**src/rtl/trng_fifo_read_arbiter.sv**
```systemverilog
// trng_fifo_read_arbiter
//   Round-robin read scheduler for the 8-bit TRNG entropy FIFO. A granted
//   consumer receives BYTES freshly popped bytes packed little-endian into one
//   word, delivered over a valid/ready handshake.
// Ports
//   clk, reset_n        clock (rising edge), synchronous active-low reset
//   fifo_empty          FIFO empty flag
//   fifo_data [7:0]     FIFO read data, valid the cycle after a pop
//   fifo_rd_en          FIFO pop strobe
//   req   [NREQ-1:0]    per-requester word request (level)
//   grant [NREQ-1:0]    one-hot owner, 0 when idle
//   word_valid [NREQ-1:0] one-hot word-available flag (within grant)
//   word_ready [NREQ-1:0] per-requester accept
//   word_data [8*BYTES-1:0] packed word, first popped byte in [7:0]
//   busy                high whenever not idle
//   starved             sticky until next grant: fetch stalled >= STALL_LIMIT
module trng_fifo_read_arbiter #(
  parameter int NREQ        = 2,
  parameter int BYTES       = 4,
  parameter int STALL_LIMIT = 255
) (
  input  logic                 clk,
  input  logic                 reset_n,
  input  logic                 fifo_empty,
  input  logic [7:0]           fifo_data,
  output logic                 fifo_rd_en,
  input  logic [NREQ-1:0]      req,
  output logic [NREQ-1:0]      grant,
  output logic [NREQ-1:0]      word_valid,
  input  logic [NREQ-1:0]      word_ready,
  output logic [8*BYTES-1:0]   word_data,
  output logic                 busy,
  output logic                 starved
);

  localparam int PW = (NREQ > 1) ? $clog2(NREQ) : 1;
  localparam int CW = $clog2(BYTES + 1);
  localparam int SW = (STALL_LIMIT > 0) ? $clog2(STALL_LIMIT + 1) : 1;
  localparam int WW = 8 * BYTES;
  localparam int unsigned NREQ_U = NREQ;

  typedef enum logic [1:0] {
    S_IDLE,
    S_FETCH,
    S_DELIVER
  } state_e;

  state_e          state_q, state_d;
  logic [NREQ-1:0] grant_q, grant_d;
  logic [PW-1:0]   gidx_q, gidx_d;
  logic [PW-1:0]   rr_q, rr_d;
  logic [CW-1:0]   issued_q, issued_d;
  logic [CW-1:0]   captured_q, captured_d;
  logic            cap_q, cap_d;
  logic [SW-1:0]   stall_q, stall_d;
  logic            starved_q, starved_d;
  logic            valid_q, valid_d;
  logic [WW-1:0]   word_q, word_d;

  logic            found;
  logic            can_pop;
  logic            handshake;
  int unsigned     idx;

  always_comb begin
    state_d    = state_q;
    grant_d    = grant_q;
    gidx_d     = gidx_q;
    rr_d       = rr_q;
    issued_d   = issued_q;
    captured_d = captured_q;
    cap_d      = 1'b0;
    stall_d    = stall_q;
    starved_d  = starved_q;
    valid_d    = valid_q;
    word_d     = word_q;
    fifo_rd_en = 1'b0;
    found      = 1'b0;
    idx        = 0;
    can_pop    = issued_q < CW'(BYTES);
    handshake  = (state_q == S_DELIVER) && |(word_ready & grant_q);

    case (state_q)
      S_IDLE: begin
        // Circular scan starting at the round-robin pointer.
        for (int unsigned i = 0; i < NREQ_U; i++) begin
          idx = (32'(rr_q) + i) % NREQ_U;
          if (!found && req[idx]) begin
            found          = 1'b1;
            grant_d        = '0;
            grant_d[idx]   = 1'b1;
            gidx_d         = PW'(idx);
          end
        end
        if (found) begin
          state_d    = S_FETCH;
          issued_d   = '0;
          captured_d = '0;
          stall_d    = '0;
          starved_d  = 1'b0;
        end
      end

      S_FETCH: begin
        fifo_rd_en = can_pop && !fifo_empty;
        cap_d      = fifo_rd_en;
        if (fifo_rd_en) begin
          issued_d = issued_q + CW'(1);
        end
        // Byte popped last cycle is on fifo_data now.
        if (cap_q) begin
          for (int unsigned b = 0; b < BYTES; b++) begin
            if (captured_q == CW'(b)) begin
              word_d[8*b +: 8] = fifo_data;
            end
          end
          captured_d = captured_q + CW'(1);
        end
        if (can_pop && fifo_empty && (stall_q < SW'(STALL_LIMIT))) begin
          stall_d = stall_q + SW'(1);
        end
        if (stall_d >= SW'(STALL_LIMIT)) begin
          starved_d = 1'b1;
        end
        if (captured_q == CW'(BYTES)) begin
          state_d = S_DELIVER;
          valid_d = 1'b1;
        end
      end

      S_DELIVER: begin
        if (handshake) begin
          grant_d = '0;
          valid_d = 1'b0;
          state_d = S_IDLE;
          rr_d    = (gidx_q == PW'(NREQ - 1)) ? '0 : gidx_q + PW'(1);
        end
      end

      default: state_d = S_IDLE;
    endcase
  end

  always_ff @(posedge clk) begin
    if (!reset_n) begin
      state_q    <= S_IDLE;
      grant_q    <= '0;
      gidx_q     <= '0;
      rr_q       <= '0;
      issued_q   <= '0;
      captured_q <= '0;
      cap_q      <= 1'b0;
      stall_q    <= '0;
      starved_q  <= 1'b0;
      valid_q    <= 1'b0;
      word_q     <= '0;
    end else begin
      state_q    <= state_d;
      grant_q    <= grant_d;
      gidx_q     <= gidx_d;
      rr_q       <= rr_d;
      issued_q   <= issued_d;
      captured_q <= captured_d;
      cap_q      <= cap_d;
      stall_q    <= stall_d;
      starved_q  <= starved_d;
      valid_q    <= valid_d;
      word_q     <= word_d;
    end
  end

  assign grant      = grant_q;
  assign word_valid = valid_q ? grant_q : '0;
  assign word_data  = word_q;
  assign busy       = (state_q != S_IDLE);
  assign starved    = starved_q;

endmodule
```
**config.mk**
```make
export PLATFORM = sky130hd
export DESIGN_NAME = trng_fifo_read_arbiter
export DESIGN_NICKNAME = d
export VERILOG_FILES = /design/src/rtl/trng_fifo_read_arbiter.sv
export SDC_FILE = /design/constraint.sdc
export NUM_CORES = 1
export LEC_CHECK = 0
export CORE_UTILIZATION = 35
export DETAILED_ROUTE_END_ITERATION = 10
export SKIP_LAST_GASP = 1
export SLEW_MARGIN = 15
export SYNTH_ARGS = -nofsm -noshare
export SYNTH_HDL_FRONTEND = slang
export SYNTH_SLANG_ARGS = --single-unit
```
**constraint.sdc**
```tcl
create_clock -name clk -period 2.01 [get_ports clk]
set_input_delay 0.402 -clock clk [delete_from_list [all_inputs] [get_ports clk]]
set_output_delay 0.402 -clock clk [all_outputs]
set_load 0.02 [all_outputs]
```
==> impl_results.md <==
* Crit path launch: fifo_empty
* Crit path kind: primary input to flip-flop
* H-tree depth at 2
* Pwr Total at 2.079 mW
* Clock network fraction of total power at 37.1%
* All-Layer GR Usage at 17.30%
* R2R Path End: starved$_SDFFE_PN0P_
* Worst reg2reg setup slack at 0.22 ns
* Total CTS buffers at 5
* CP max FO at 4
* Netlist cell types at 42
* Initial antenna violation count at 0
* Adder and majority gate portion of the synthesized area at 3.511%
* Placed cell area at 3231 um2
* Leak pwr at 1.170 nW
* Share of layout cells above drive strength 1 at 10.80%
* Max-slew violations at 0
* Mapped Cells at 294
* Synth warn at 0
* Worst hold margin at 0.4653 ns
* Clk_skew at 0.009935 ns
* CORE AREA at 6832 um2
* Setup violations, final at 0
* Routed WL at 6171 um
* Hold buffers post-CTS at 0
* R2R Path Start: stall_q[1]$_SDFFE_PN0P_
* Delay of the slowest cell on the worst path at 0.56 ns
* Actual slew at the worst max-slew pin at 0.4499 ns
* Pwr Density at 617.5 nW/um2
* Die area at 7470 um2
* CP delay by family, top: buffers and inverters
* Cell Rows at 30
* End point of the critical path: starved$_SDFFE_PN0P_
* Tmin final at 1.892 ns
* Placed instance count at 448
* Cell accounting for the most synthesized area: dfxtp_1
* Peak supply drop at 0.3115 mV
* Switching share of power at 23.15%
* Crit path cell chain: clkdlybuf4s50_1 -> nand4b_1 -> nor4_2 -> mux2i_1 -> nand4_1 -> o41ai_2
* Top-area cell type share of the netlist area at 44.13%
* Max clock buf depth at 2
* Max-Cap Viols at 0
* Final cell count without fillers at 457
* Worst-skew pair later-pin latency at 0.31 ns
* Slew headroom at 69.95%
* Syn avg cell area at 8.486 um2
* Die height at 86.43 um
* CTS Root Cell: clkbuf_8
* Largest net degree at the start of global routing at 45
* N_diodes at 0
* Most frequent cells in the layout: nand2_1 (58), dfxtp_1 (54), clkdlybuf4s50_1 (51)
* Routed len/inst at 13.50 um
* Port bufs at 53
* Vias per cell at 4.989
* FF-to-FF path depth at 6
* Fmax at 528.4 MHz
* Slowest CP cell: clkdlybuf4s50_1
* RD Place Congestion at 0.8197
* CP bufs+invs at 1
* Number of fill cells at 710
* Most common cell after layout, fill and taps aside: nand2_1
* Vias at 2280
* Final #Nets at 382
* XOR/XNOR Fraction of Synth Area at 0.7021%
* Residual DRC at 0
* CP Launch Type: primary input
* Top area cells in the synthesized netlist: dfxtp_1 (44%), a21boi_0 (11%), nand2_1 (8.7%)
* CP Depth at 6
* First-pass GRT wire length at 10180 um
* Reg power frac at 53.4%
* FF+latch count, synth at 55
* Gate power share at 9.5%
* Post-detail-place hpwl at 4375 um
* Vias in the first global route at 2123
* Design area at 3367 um2
* Clock Sinks at 55
* Crit path DAT at 2.11 ns
* Mux share of post-synthesis cell area at 0.8024%
* CTS tree: yes
* WP data required at 2.23 ns
* Synth-to-Final Area Change at 34.95%
* Initial Utilization at 36.52%
* Area occupied by registers at 1102 um2
* Drt first pass iters at 4
* Seq/Total Area, Yosys at 44.13%
* Crit share post-route at 94.15%
* Post-route ant nets at 0
* Simple-Gate Fraction of Synth Area at 26.88%
* Outcome: finished clean
* Top Ports at 54
* CTS clk-pin slew, worst paths at 0.10 ns
* Die X at 86.43 um
* P_sw at 481.3 uW
* Util after Layout at 49.29%
* Internal Power at 1.598 mW
* Main combinational cell family by area after synthesis: simple AND/OR/NAND/NOR gates
* Mapped Nets at 316
* Hold Vio Cnt, Final at 0
* Synth Area in Compound Gates at 20.31%
* Syn Std Cell Area at 2495 um2
* DR iter-0 viols at 81
* Hold/Removal Path Class: flip-flop to flip-flop
* Critical Path Sink Type: flip-flop
* Multi-input logic area at 1311 um2
* Grt ovf at 0
[cells by family after synthesis]
family | after synthesis
AOI/OAI and AO/OA | 68
buffers and inverters | 22
xor gates and xnor gates | 2
DFF | 55
and+or+nand+nor | 138
muxes | 2
adders and majority gates | 7
[power groups by stage]
| stage | Combinational, mW | Clock [mW] | Sequential (mW) |
|---|---|---|---|
| detailed placement | 0.201 | 0 | 1.14 |
| CTS | 0.200 | 0.793 | 1.11 |
| global placement | 0.201 | 0 | 1.14 |
| global route | 0.218 | 0.841 | 1.11 |
| finish | 0.198 | 0.771 | 1.11 |
| floorplan | 0.0880 | 0 | 1.14 |
[cells in the mapped netlist]
cell type,number
or3b_2,1
nand4b_1,2
a21oi_2,2
or3_4,1
a21boi_0,36
xnor2_1,1
nor3_2,1
buf_2,3
dfxtp_1,55
nor3_1,1
ha_1,7
nor2b_1,7
a21oi_1,8
nand2b_1,4
a21boi_1,3
and2_1,6
buf_4,1
nor4_1,3
nor2_1,12
a32oi_1,2
o41ai_2,1
and3_1,3
o22a_1,1
and4_1,1
o211a_1,1
nand4_1,1
o21ai_0,4
o2bb2ai_1,2
nand2_1,58
nand3_1,32
nor3b_1,1
xor2_1,1
nand3b_1,3
o21ai_1,2
clkbuf_1,10
a211oi_1,1
mux2i_1,2
o221a_1,3
a22oi_1,2
clkbuf_2,1
nor2_2,1
inv_1,7
[area by class of cell]
cell class              instances  area share (%)
clock buffers                   6           2.453
flip-flops and latches         55           32.74
multi-input cells             217           38.94
inverters                       7          0.7804
repair buffers                 74           20.48
well taps                      96           3.567
clock inverters                 2           1.041
[through the flow]
stage	TNS, ns	worst slack, ns
final	0	0.1176
after global routing	-0.09277	-0.09277
after floorplan	0	0.2219
after CTS	0	0.01711
after detailed placement	-0.4870	-0.2367
after global placement	-0.3777	-0.1884
[worst min-delay path: cells and delay by family (launching register included)]
kind / cells / cell delay (ns)
DFF: 1 / 0.32
and+or+nand+nor: 1 / 0.05
AOI/OAI and AO/OA: 1 / 0.05
[layer usage]
metal / wire, um / vias to the layer above / part of all wire [%] / GRT usage (%)
met3: 234 / 11 / 3.8 / 4.286
met2: 2871 / 47 / 47 / 27.20
met5: 0 / - / 0 / 0
met4: 99 / 0 / 1.6 / 5.455
met1: 2965 / 1073 / 48 / 23.38
li1: - / 1149 / - / -
[sequential cells by signal, summed over array words and instances (netlist names)]
name        cells
cap_q           1
gidx_q          1
valid_q         1
stall_q         8
rr_q            1
state_q         2
starved         1
grant           2
word_data      32
captured_q      3
issued_q        3
[worst min path at each step]
| stage | start | end | slack, ns | cells after the start |
|---|---|---|---|---|
| after global routing | word_data[29]$_SDFFE_PN0P_ | word_data[29]$_SDFFE_PN0P_ | 0.48 | 2 |
| final | word_data[29]$_SDFFE_PN0P_ | word_data[29]$_SDFFE_PN0P_ | 0.47 | 2 |
| after global placement | gidx_q$_SDFFE_PN0P_ | gidx_q$_SDFFE_PN0P_ | 0.45 | 2 |
| after CTS | gidx_q$_SDFFE_PN0P_ | gidx_q$_SDFFE_PN0P_ | 0.47 | 2 |
| after detailed placement | word_data[29]$_SDFFE_PN0P_ | word_data[29]$_SDFFE_PN0P_ | 0.45 | 2 |
| after floorplan | gidx_q$_SDFFE_PN0P_ | gidx_q$_SDFFE_PN0P_ | 0.44 | 2 |
[repair_timing]
action / CTS / global route
pin swaps: 0 / 1
endpoints found under the setup margin: 1 / 2
gates resized for setup: 1 / 4
buffers inserted: 0 / 1
No activity file was read; power rests on OpenSTA's default activity.
